## config.mk

```make
export PLATFORM = sky130hd
export DESIGN_NAME = maxpool_stream
export DESIGN_NICKNAME = d
export VERILOG_FILES = /design/src/rtl/maxpool_stream.sv
export SDC_FILE = /design/constraint.sdc
export NUM_CORES = 1
export LEC_CHECK = 0
export ABC_AREA = 1
export CAP_MARGIN = 20
export CORE_MARGIN = 1
export CORE_UTILIZATION = 55
export CTS_CLUSTER_DIAMETER = 30
export DETAILED_ROUTE_END_ITERATION = 8
export PLACE_DENSITY = 0.74
export RECOVER_POWER = 25
export SYNTH_ARGS = -nofsm -noshare
export SYNTH_HDL_FRONTEND = slang
export SYNTH_SLANG_ARGS = --single-unit
```

## constraint.sdc

```tcl
create_clock -name clk_in -period 4.14 [get_ports clk_in]
set_input_delay 0.828 -clock clk_in [delete_from_list [all_inputs] [get_ports clk_in]]
set_output_delay 0.828 -clock clk_in [all_outputs]
set_load 0.005 [all_outputs]
```

## src/rtl/maxpool_stream.sv

```systemverilog
// -----------------------------------------------------------------------------
// maxpool_stream
//
// Streaming pooling stage for the CNN datapath. Every 2^win_log2 consecutive
// accepted input beats are reduced to a single output beat, independently on
// each of `channels` parallel lanes. The reduction is either max or average
// (floor rounding), on unsigned or two's complement lane data.
//
// Ports:
//   clk_in     - clock, all state updates on the rising edge
//   rst        - asynchronous, active-high reset
//   mode       - 0 = max, 1 = average; latched on the first beat of a window
//   clear      - synchronous abort of the partial window (pending output kept)
//   in_valid   - data_in carries a beat
//   in_ready   - block accepts a beat this cycle
//   data_in    - packed input lanes, lane k at [k*bits +: bits]
//   out_valid  - data_out holds a finished window result
//   out_ready  - downstream accepts data_out
//   data_out   - packed result lanes, registered
// -----------------------------------------------------------------------------
module maxpool_stream #(
    parameter int bits        = 8,
    parameter int channels    = 4,
    parameter int win_log2    = 2,
    parameter int signed_data = 0
) (
    input  logic                       clk_in,
    input  logic                       rst,
    input  logic                       mode,
    input  logic                       clear,
    input  logic                       in_valid,
    output logic                       in_ready,
    input  logic [channels*bits-1:0]   data_in,
    output logic                       out_valid,
    input  logic                       out_ready,
    output logic [channels*bits-1:0]   data_out
);

    // Accumulator is wide enough to hold the sum of a whole window.
    localparam int AW = bits + win_log2;
    // The counter keeps at least one bit so win_log2=0 still elaborates;
    // in that case it simply stays at zero.
    localparam int CW = (win_log2 > 0) ? win_log2 : 1;
    localparam logic [CW-1:0] LAST = CW'((1 << win_log2) - 1);

    logic [CW-1:0]            cnt_q, cnt_d;
    logic                     mode_q, mode_d;
    logic                     out_valid_q, out_valid_d;
    logic [channels*bits-1:0] data_out_q, data_out_d;

    logic                     first_beat;
    logic                     last_beat;
    logic                     mode_eff;
    logic                     accept;
    logic                     take;
    logic [channels*bits-1:0] lane_res;

    assign first_beat = (cnt_q == '0);
    assign last_beat  = (cnt_q == LAST);

    // The first beat of a window uses the live mode input; later beats use
    // the copy latched at that first beat, so mid-window changes are ignored.
    assign mode_eff = first_beat ? mode : mode_q;

    // Only the completing beat can stall: it needs the output register, and
    // that register is busy while a result waits for downstream.
    assign in_ready = ~(last_beat & out_valid_q & ~out_ready);
    assign accept   = in_valid & in_ready;
    // A beat accepted together with clear is dropped along with the window.
    assign take     = accept & ~clear;

    // -------------------------------------------------------------------------
    // Per-lane accumulate / reduce
    // -------------------------------------------------------------------------
    genvar gi;
    generate
        for (gi = 0; gi < channels; gi++) begin : g_lane
            logic [bits-1:0] sample;
            logic [AW-1:0]   sample_ext;
            logic [AW-1:0]   acc_q, acc_d;
            logic [AW-1:0]   acc_comb;
            logic [bits-1:0] shifted;
            logic [bits-1:0] res;
            logic            larger;

            assign sample = data_in[gi*bits +: bits];

            always_comb begin
                // Samples are widened to accumulator width once; max results
                // are then compared at that width too, so both paths agree on
                // signedness.
                if (signed_data != 0) begin
                    sample_ext = AW'($signed(sample));
                    larger     = $signed(sample_ext) > $signed(acc_q);
                end else begin
                    sample_ext = AW'(sample);
                    larger     = sample_ext > acc_q;
                end

                // First beat loads directly, so an all-negative window never
                // sees a spurious zero.
                if (first_beat) begin
                    acc_comb = sample_ext;
                end else if (mode_eff) begin
                    acc_comb = acc_q + sample_ext;
                end else if (larger) begin
                    acc_comb = sample_ext;
                end else begin
                    acc_comb = acc_q;
                end

                // Division by the window length; arithmetic shift gives floor
                // rounding for negative sums.
                if (signed_data != 0) begin
                    shifted = bits'($signed(acc_comb) >>> win_log2);
                end else begin
                    shifted = bits'(acc_comb >> win_log2);
                end

                res   = mode_eff ? shifted : acc_comb[bits-1:0];
                acc_d = take ? acc_comb : acc_q;
            end

            always_ff @(posedge clk_in or posedge rst) begin
                if (rst) begin
                    acc_q <= '0;
                end else begin
                    acc_q <= acc_d;
                end
            end

            assign lane_res[gi*bits +: bits] = res;
        end
    endgenerate

    // -------------------------------------------------------------------------
    // Window counter, mode latch and output register
    // -------------------------------------------------------------------------
    always_comb begin
        cnt_d       = cnt_q;
        mode_d      = mode_q;
        out_valid_d = out_valid_q;
        data_out_d  = data_out_q;

        // Downstream consumed the current result.
        if (out_valid_q && out_ready) begin
            out_valid_d = 1'b0;
        end

        if (clear) begin
            cnt_d = '0;
        end else if (accept) begin
            if (first_beat) begin
                mode_d = mode;
            end
            if (last_beat) begin
                // Completion overrides a same-cycle transfer: the new result
                // replaces the one just consumed, keeping full throughput.
                cnt_d       = '0;
                out_valid_d = 1'b1;
                data_out_d  = lane_res;
            end else begin
                cnt_d = cnt_q + CW'(1);
            end
        end
    end

    always_ff @(posedge clk_in or posedge rst) begin
        if (rst) begin
            cnt_q       <= '0;
            mode_q      <= 1'b0;
            out_valid_q <= 1'b0;
            data_out_q  <= '0;
        end else begin
            cnt_q       <= cnt_d;
            mode_q      <= mode_d;
            out_valid_q <= out_valid_d;
            data_out_q  <= data_out_d;
        end
    end

    assign out_valid = out_valid_q;
    assign data_out  = data_out_q;

endmodule

```

Word-level counts from Yosys, hierarchy flattened

Cells that the tools add are included.

Register bits: 76
Bits of input ports: 38
Output and inout bits: 34
Logic and storage cells: 54

Add/sub/neg operators: 5
$lt $le $gt $ge: 4
Eq/ne operators: 1
Muxes and demuxes: 24
Bitwise operators: 7
Reductions and logical operators: 5

Operator list:

| kind                                                          | count |
|---|---|
| 10-bit 2-to-1 mux                                             | 12 |
| 10-bit by 8-bit adder with 10-bit output                      | 4 |
| 8-bit by 10-bit > comparator with 1-bit output                | 4 |
| 8-bit 2-to-1 mux                                              | 4 |
| 2-bit 2-to-1 mux                                              | 3 |
| 1-bit 2-to-1 mux                                              | 5 |
| 1-bit bitwise AND                                             | 4 |
| 1-bit inverter                                                | 3 |
| 3-bit AND reduction                                           | 1 |
| 2-bit by 1-bit adder with 2-bit output, second input constant | 1 |
| 2-bit equality test, second input constant                    | 1 |
| 2-bit zero test                                               | 1 |
| 2-bit AND reduction                                           | 1 |
| 2-bit nonzero test                                            | 1 |
| 1-bit logical AND                                             | 1 |

Longest topological paths before layout

Gate-level depths: netlist of run 1.

Depth in word-level cells: 7
Mapped depth: 16
Mapped depth without buffers: 16

Worst setup path after synthesis of run 1

Ideal clock, no wire load.

Path kind: input -> register
Start: input data_in[16]
End: register data_out_q[20] (netlist: data_out[20])
Setup time: 65 ps
Arrival: 2290 ps
Required time: 4075 ps
Slack: 1785 ps
Cell stages on the path: 14
Path buffers: 0
Path through: ha_1 > fa_1 > nand2_1 > nand2_1 > a21oi_1 > xor2_1 > nand2_1 > nand2_1 > inv_1 > nand2_1 > nand3_1 > nand2_1 > nand2_1 > nand2_1

Cells in the longest elaborated chain, start to end: 5
Elaborated cells on any way between the ends: 6
Classes of those cells: 1 x add/sub; 1 x order compare; 4 x mux

RTL lines:

| item                                           | RTL line | text |
|---|---|---|
| start, declared                                | 33       | `input logic [channels*bits-1:0] data_in,` |
| 8-bit by 10-bit > comparator with 1-bit output | 97       | `larger = sample_ext > acc_q;` |
| 10-bit 2-to-1 mux                              | 106      | `end else if (larger) begin` |
| 10-bit 2-to-1 mux *                            | 104      | `end else if (mode_eff) begin` |
| 10-bit 2-to-1 mux *                            | 102      | `if (first_beat) begin` |
| 8-bit 2-to-1 mux *                             | 120      | `res = mode_eff ? shifted : acc_comb[bits-1:0];` |
| end signal, assigned                           | 178      | `data_out_q <= data_out_d;` |
| end, declared                                  | 49       | `logic [channels*bits-1:0] data_out_q, data_out_d;` |

Mark *: on every way between the ends. The rest lies on a longest branch, timed or not.
A chain may end at the register's enable or synchronous reset.

Worst setup path after layout of run 1

Start: input data_in[13]
End: register data_out_q[15] (netlist: data_out[15])

Same word-level chain as after synthesis.

==> flow_summary.json, run 1 <==
{
  "r2r_slack_ns": 1.45,
  "grt_remaining_overflow": 0,
  "clock_sinks": 76,
  "finalSetupTns_ns": 0,
  "cpPeakStageDelay_ns": 0.46,
  "hold_violations": 0,
  "start_util_pct": 56.3,
  "layout.nets": 1262,
  "timing.critical_path.mode_cell": "nand2_1",
  "worstSkewPairLatency_ns": 0.35,
  "grt_max_degree": 77,
  "finalSetupViolCount": 0,
  "yosys_warnings": 0,
  "drtIter0Drc": 477,
  "drc_errors": 0,
  "cp.arrival_ns": 3.13,
  "io_pins": 72,
  "die_area_um2": 13300,
  "ys_seq_area_share_pct": 26.9,
  "cts_tree": "yes",
  "core_um2": 12600,
  "synth_top_area_share_pct": 26.9,
  "crit_chain": "clkdlybuf4s50_1 > ha_1 > nand2_1 > inv_1 > nand2_1 > nand2_1 > nand2_1 > nand3_2 > nand2_4 > nand2_1 > nand3_1 > nand3_1 > nand2_1 > nand2_1 > nand2_1 > nand2_1",
  "insertedDiodeCount": 0,
  "cts_root_buf": "clkbuf_16",
  "synth_top_cell_by_area": "dfrtp_1",
  "slew_viol_final": 77,
  "vias": 7058,
  "synth.most_common_cell": "nand2_1",
  "comb_power_share_pct": 49.8,
  "place_inst": 1315,
  "switching_share_pct": 43.3,
  "p_per_area_nw_per_um2": 429,
  "internal_power_mw": 1.99,
  "path_max_fanout": 10,
  "antenna_found_initial": 0,
  "synth_area_leaders": "dfrtp_1 27%, nand2_1 21%, ha_1 12%, nand3_1 10%, inv_1 8.0%",
  "netlist_area_um2": 7070,
  "grt_pass1_vias": 6694,
  "synth_common_cells": "405 x nand2_1, 150 x inv_1, 146 x nand3_1, 76 x dfrtp_1, 66 x ha_1",
  "finalNonFillerCells": 1330,
  "path_clk_slew_ns": 0.06,
  "critPathRequiredTime_ns": 4.37,
  "period_minus_slack_ns": 2.90,
  "r2r-start": "cnt_q[0]",
  "drive_gt1_share_pct": 4.58,
  "layout_worst_path_cycle_share_pct": 70.1,
  "rsz0062_at_grt": "false",
  "cts_setup_buffers": 0,
  "die-height_um": 115,
  "gp_congestion": 0.919,
  "ys.flop_type": "dfrtp_1",
  "fin_total_pwr_mw": 3.51,
  "ant_nets": 0,
  "outcome": "finished with violations",
  "crit_start": "data_in[13]",
  "wl_per_cell_um": 14.0,
  "cts_buffers": 9,
  "worstHoldStart": "data_out[0]",
  "synthCells": 1099,
  "dp_hpwl_um": 12800,
  "rows": 41,
  "cp-start-kind": "input pin",
  "cp_slowest_cell": "clkdlybuf4s50_1",
  "grt_pass1_wl_um": 31400,
  "end_kind": "register",
  "synth-seq-cells": 76,
  "seqPwrFrac_pct": 28.9,
  "syn_nets": 1207,
  "vias_per_cell": 5.31,
  "synth_edf_count": 0,
  "post_synth.cell_area_avg_um2": 6.43,
  "max_freq_ghz": 0.345,
  "clkPwrFrac_pct": 21.3,
  "clock_skew_ns": 0.00691,
  "hp-class": "register to register",
  "p_leak_nw": 4.48,
  "postCtsHoldBufs": 0,
  "worstMarginPinSlew_ns": 1.93,
  "die_w_um": 115,
  "synth.distinct_cells": 33,
  "crit_type": "input pin to register",
  "syn_to_final_growth_pct": 15.7,
  "p_switching_mw": 1.52,
  "wl_um": 18700,
  "slew_headroom_pct": -28.4,
  "ctsLongestPathBuffers": 2,
  "holdWs_ns": 0.479,
  "maxCapViolations": 1,
  "grt_usage_pct": 30.2,
  "synth_async_sr_flop_share_pct": 100,
  "htreeDepth": 3,
  "violations": "max-capacitance violations, max-slew violations",
  "ir_worst_vdd_uv": 248,
  "portBuffers": 71,
  "ctsResizeCount": 0,
  "first_pass_iters": 5
}
cell usage in the layout (no fill, tap or decap), types with 4 or more instances in the layout:
master,netlist,routed
ha_1,66,65
a21oi_1,45,45
inv_1,150,149
buf_4,3,4
nand2_4,4,4
o211ai_1,5,5
o21bai_1,5,5
dfrtp_1,76,76
nor2_1,41,41
nand4_1,7,7
o21ai_0,49,49
xor2_1,8,8
nand3_2,4,4
nand4_4,4,4
fa_1,4,4
nand2_1,405,405
clkbuf_16,0,9
inv_2,4,4
nor2_2,6,6
o21ai_1,19,19
nand3_1,146,146
clkdlybuf4s50_1,0,70
cell type report:
type | instances | area [um2]
multi-input cells | 833 | 4420
fillers | 1164 | 4390
flip-flops and latches | 76 | 1900
repair buffers | 78 | 786
inverters | 156 | 589
clock buffers | 13 | 260
well taps | 172 | 215
clock inverters | 2 | 10.0
layer usage:
layer	vias up	wire [um]	part of all wire, %	track usage [%]
met5	-	0	0	0
met4	0	348	1.9	10.6
met3	22	1420	7.6	4.90
met2	216	8210	44	48.1
met1	3218	8670	46	41.4
li1	3602	-	-	-
flip-flops by register name, summed over array words and instances (netlist names):
register	cells
g_lane.acc_q	40
data_out	32
out_valid	1
cnt_q	2
mode_q	1
power groups by stage:
stage	Clock, mW	Combinational [mW]	Sequential, mW
2_1_floorplan	0	1.24	0.994
3_3_place_gp	0	1.72	1.02
3_5_place_dp	0	1.73	1.02
4_1_cts	0.755	1.74	1.01
5_1_grt	0.785	2.00	1.03
6_report	0.747	1.75	1.01
cell families (layout without fill, tap and decap cells):
family	after synthesis	after routing	synth area share, %
compound gates	128	128	9.66
xor+xnor	8	8	0.991
fa+ha+maj	70	70	12.8
buf+inv	190	249	10.7
flops	76	76	26.9
simple gates	627	627	39.0
path summary, 6_finish.rpt:
kind                                 endpoint  depth (start not counted)
hold / removal                    data_out[0]                          2
setup / recovery                 data_out[15]                         16
min in group asynchronous  g_lane[3].acc_q[4]                          3
max in group asynchronous  g_lane[2].acc_q[5]                          3
hold reg to reg                   data_out[0]                          2
setup reg to reg                 data_out[22]                         12
per-stage QoR:
step                      area (um2)  setup WS [ns]  util [%]
after floorplan                 7070           1.37         -
after global placement          7920          0.945      63.0
after detailed placement        7920          0.932      63.0
after CTS                       8190           1.29      65.2
after global routing            8180          0.929      65.1
final                           8180           1.24      65.1
critical path: cells and delay by family:
| kind | cells | cell delay [ns] |
|---|---|---|
| AND/OR/NAND/NOR | 13 | 1.39 |
| adder cells (fa/ha/maj) | 1 | 0.38 |
| buffers and inverters | 2 | 0.52 |
No activity file was read; power rests on OpenSTA's default activity.
==> run 2: changes to the inputs <==
- clock period: 4.14 -> 3 ns (I/O delays scaled with it)
==> run 2 against run 1 <==
  * The run now ends clean
  * Critical path depth unchanged
  * First-iteration DRC count increased by 1.5%
  * Cell area increased by 1.4%
  * Sequential share of layout area decreased by 0.32 points
  * Global-route usage decreased by 0.74 points
  * Clock power increased by 62%
  * Utilization increased by 0.91 points
  * Non-clock buffer count increased by 9
  * Flip-flop and latch count unchanged
  * Register-to-register slack got worse by 0.68 ns
  * Largest power group unchanged
==> flow_summary.json, run 2 (synthesized netlist as in run 1, its figures left out) <==
{
  "seqPwrFrac_pct": 27.6,
  "switching_share_pct": 42.1,
  "postCtsHoldBufs": 0,
  "clkPwrFrac_pct": 24.0,
  "end_kind": "register",
  "die_area_um2": 13300,
  "critPathRequiredTime_ns": 3.23,
  "ctsResizeCount": 0,
  "period_minus_slack_ns": 2.50,
  "layout.nets": 1271,
  "clock_sinks": 76,
  "core_um2": 12600,
  "first_pass_iters": 5,
  "rows": 41,
  "wl_per_cell_um": 13.7,
  "drtIter0Drc": 484,
  "start_util_pct": 56.3,
  "insertedDiodeCount": 0,
  "vias_per_cell": 5.29,
  "slew_viol_final": 0,
  "finalSetupTns_ns": 0,
  "slew_headroom_pct": 4.43,
  "antenna_found_initial": 0,
  "ctsLongestPathBuffers": 2,
  "grt_pass1_vias": 6438,
  "drc_errors": 0,
  "internal_power_mw": 2.92,
  "reg2reg_to": "data_out[11]",
  "grt_pass1_wl_um": 30600,
  "maxCapViolations": 0,
  "path_max_fanout": 10,
  "largest_register_ff_count": 40,
  "fillers": 1175,
  "hold_violations": 0,
  "cts_buffers": 9,
  "comb_power_share_pct": 48.4,
  "hp-class": "register to register",
  "crit_type": "input pin to register",
  "vias": 7086,
  "cp.arrival_ns": 2.74,
  "syn_to_final_growth_pct": 17.3,
  "finalWorstSetupSlack_ns": 0.496,
  "final_common_cell": "nand2_1",
  "cp-start-kind": "input pin",
  "clock_skew_ns": 0.00521,
  "cts_tree": "yes",
  "die-height_um": 115,
  "r2r_slack_ns": 0.77,
  "r2r-start": "cnt_q[0]",
  "final_cell_mix": "405 x nand2_1, 149 x inv_1, 146 x nand3_1, 76 x dfrtp_1, 69 x clkdlybuf4s50_1",
  "htreeDepth": 3,
  "die_w_um": 115,
  "p_switching_mw": 2.12,
  "cts_setup_buffers": 0,
  "top_register": "g_lane.acc_q",
  "worstMarginPinSlew_ns": 1.43,
  "rsz0062_at_grt": "false",
  "grt_usage_pct": 29.4,
  "cts_root_buf": "clkbuf_16",
  "layout_worst_path_cycle_share_pct": 83.5,
  "dp_slack_ns": 0.154,
  "portBuffers": 71,
  "finalSetupViolCount": 0,
  "grt_remaining_overflow": 0,
  "gp_congestion": 0.975,
  "max_freq_ghz": 0.399,
  "io_pins": 72,
  "p_per_area_nw_per_um2": 608,
  "p_leak_nw": 4.53,
  "ant_nets": 0,
  "ir_worst_vdd_uv": 375,
  "wl_um": 18400,
  "worstSkewPairLatency_ns": 0.35,
  "drive_gt1_share_pct": 5.57,
  "grt_max_degree": 73,
  "dp_hpwl_um": 13200,
  "holdPathStages": 2,
  "worstHoldStart": "data_out[8]",
  "outcome": "finished clean",
  "path_clk_slew_ns": 0.06,
  "min_to": "data_out[8]",
  "ff2ff_path_depth": 15
}
run 2: worst max-delay path by stage:
| stage | start | to | depth (start not counted) |
|---|---|---|---|
| 6_report | data_in[13] | data_out[14] | 16 |
| 5_1_grt | data_in[13] | data_out[14] | 16 |
| 4_1_cts | data_in[31] | data_out[31] | 14 |
| 3_5_place_dp | data_in[13] | data_out[15] | 16 |
| 3_3_place_gp | data_in[13] | data_out[14] | 16 |
| 2_1_floorplan | rst | cnt_q[0] | 1 |
run 2: final cells by class:
type                       instances  area, um2  area share [%]
clock buffer                      10        239            2.88
clock inverter                     6       87.6            1.06
inverter                         156        589            7.11
multi-input combinational        833       4420            53.3
sequential                        76       1900            22.9
tap                              172        215            2.60
timing repair buffer              87        843            10.2
run 2: per-layer routing:
layer	routed length [um]	GRT usage, %
met5	0	0
met4	244	9.35
met1	8890	42.1
met2	8200	46.1
met3	1070	3.80
run 2: critical path, cell delays in order:
cell and delay (ns):
clkdlybuf4s50_1 0.47, ha_1 0.38, nand2_1 0.15, inv_1 0.05, nand2_1 0.06, nand2_1 0.05
nand2_1 0.07, nand3_2 0.22, nand2_4 0.19, nand2_1 0.06, nand3_1 0.07, nand3_1 0.07
nand2_1 0.09, nand2_1 0.06, nand2_1 0.10, nand2_1 0.05
run 2: power by group through the flow:
stage	combinational (mW)	clock, mW	sequential, mW
final	2.44	1.21	1.39
after global routing	2.78	1.26	1.42
after CTS	2.43	1.22	1.39
after detailed placement	2.41	0	1.40
after global placement	2.38	0	1.40
after floorplan	1.71	0	1.37
run 2: stage by stage:
| step | hold WS, ns | power [mW] | instance area, um2 | instances | util [%] |
|---|---|---|---|---|---|
| floorplan | 0.453 | 3.08 | 7070 | 1099 | - |
| global placement | 0.465 | 3.79 | 7980 | 1324 | 63.5 |
| detailed placement | 0.464 | 3.81 | 7980 | 1324 | 63.5 |
| CTS | 0.488 | 5.04 | 8310 | 1340 | 66.1 |
| global route | 0.502 | 5.45 | 8290 | 1340 | 66.0 |
| finish | 0.482 | 5.04 | 8290 | 1340 | 66.0 |
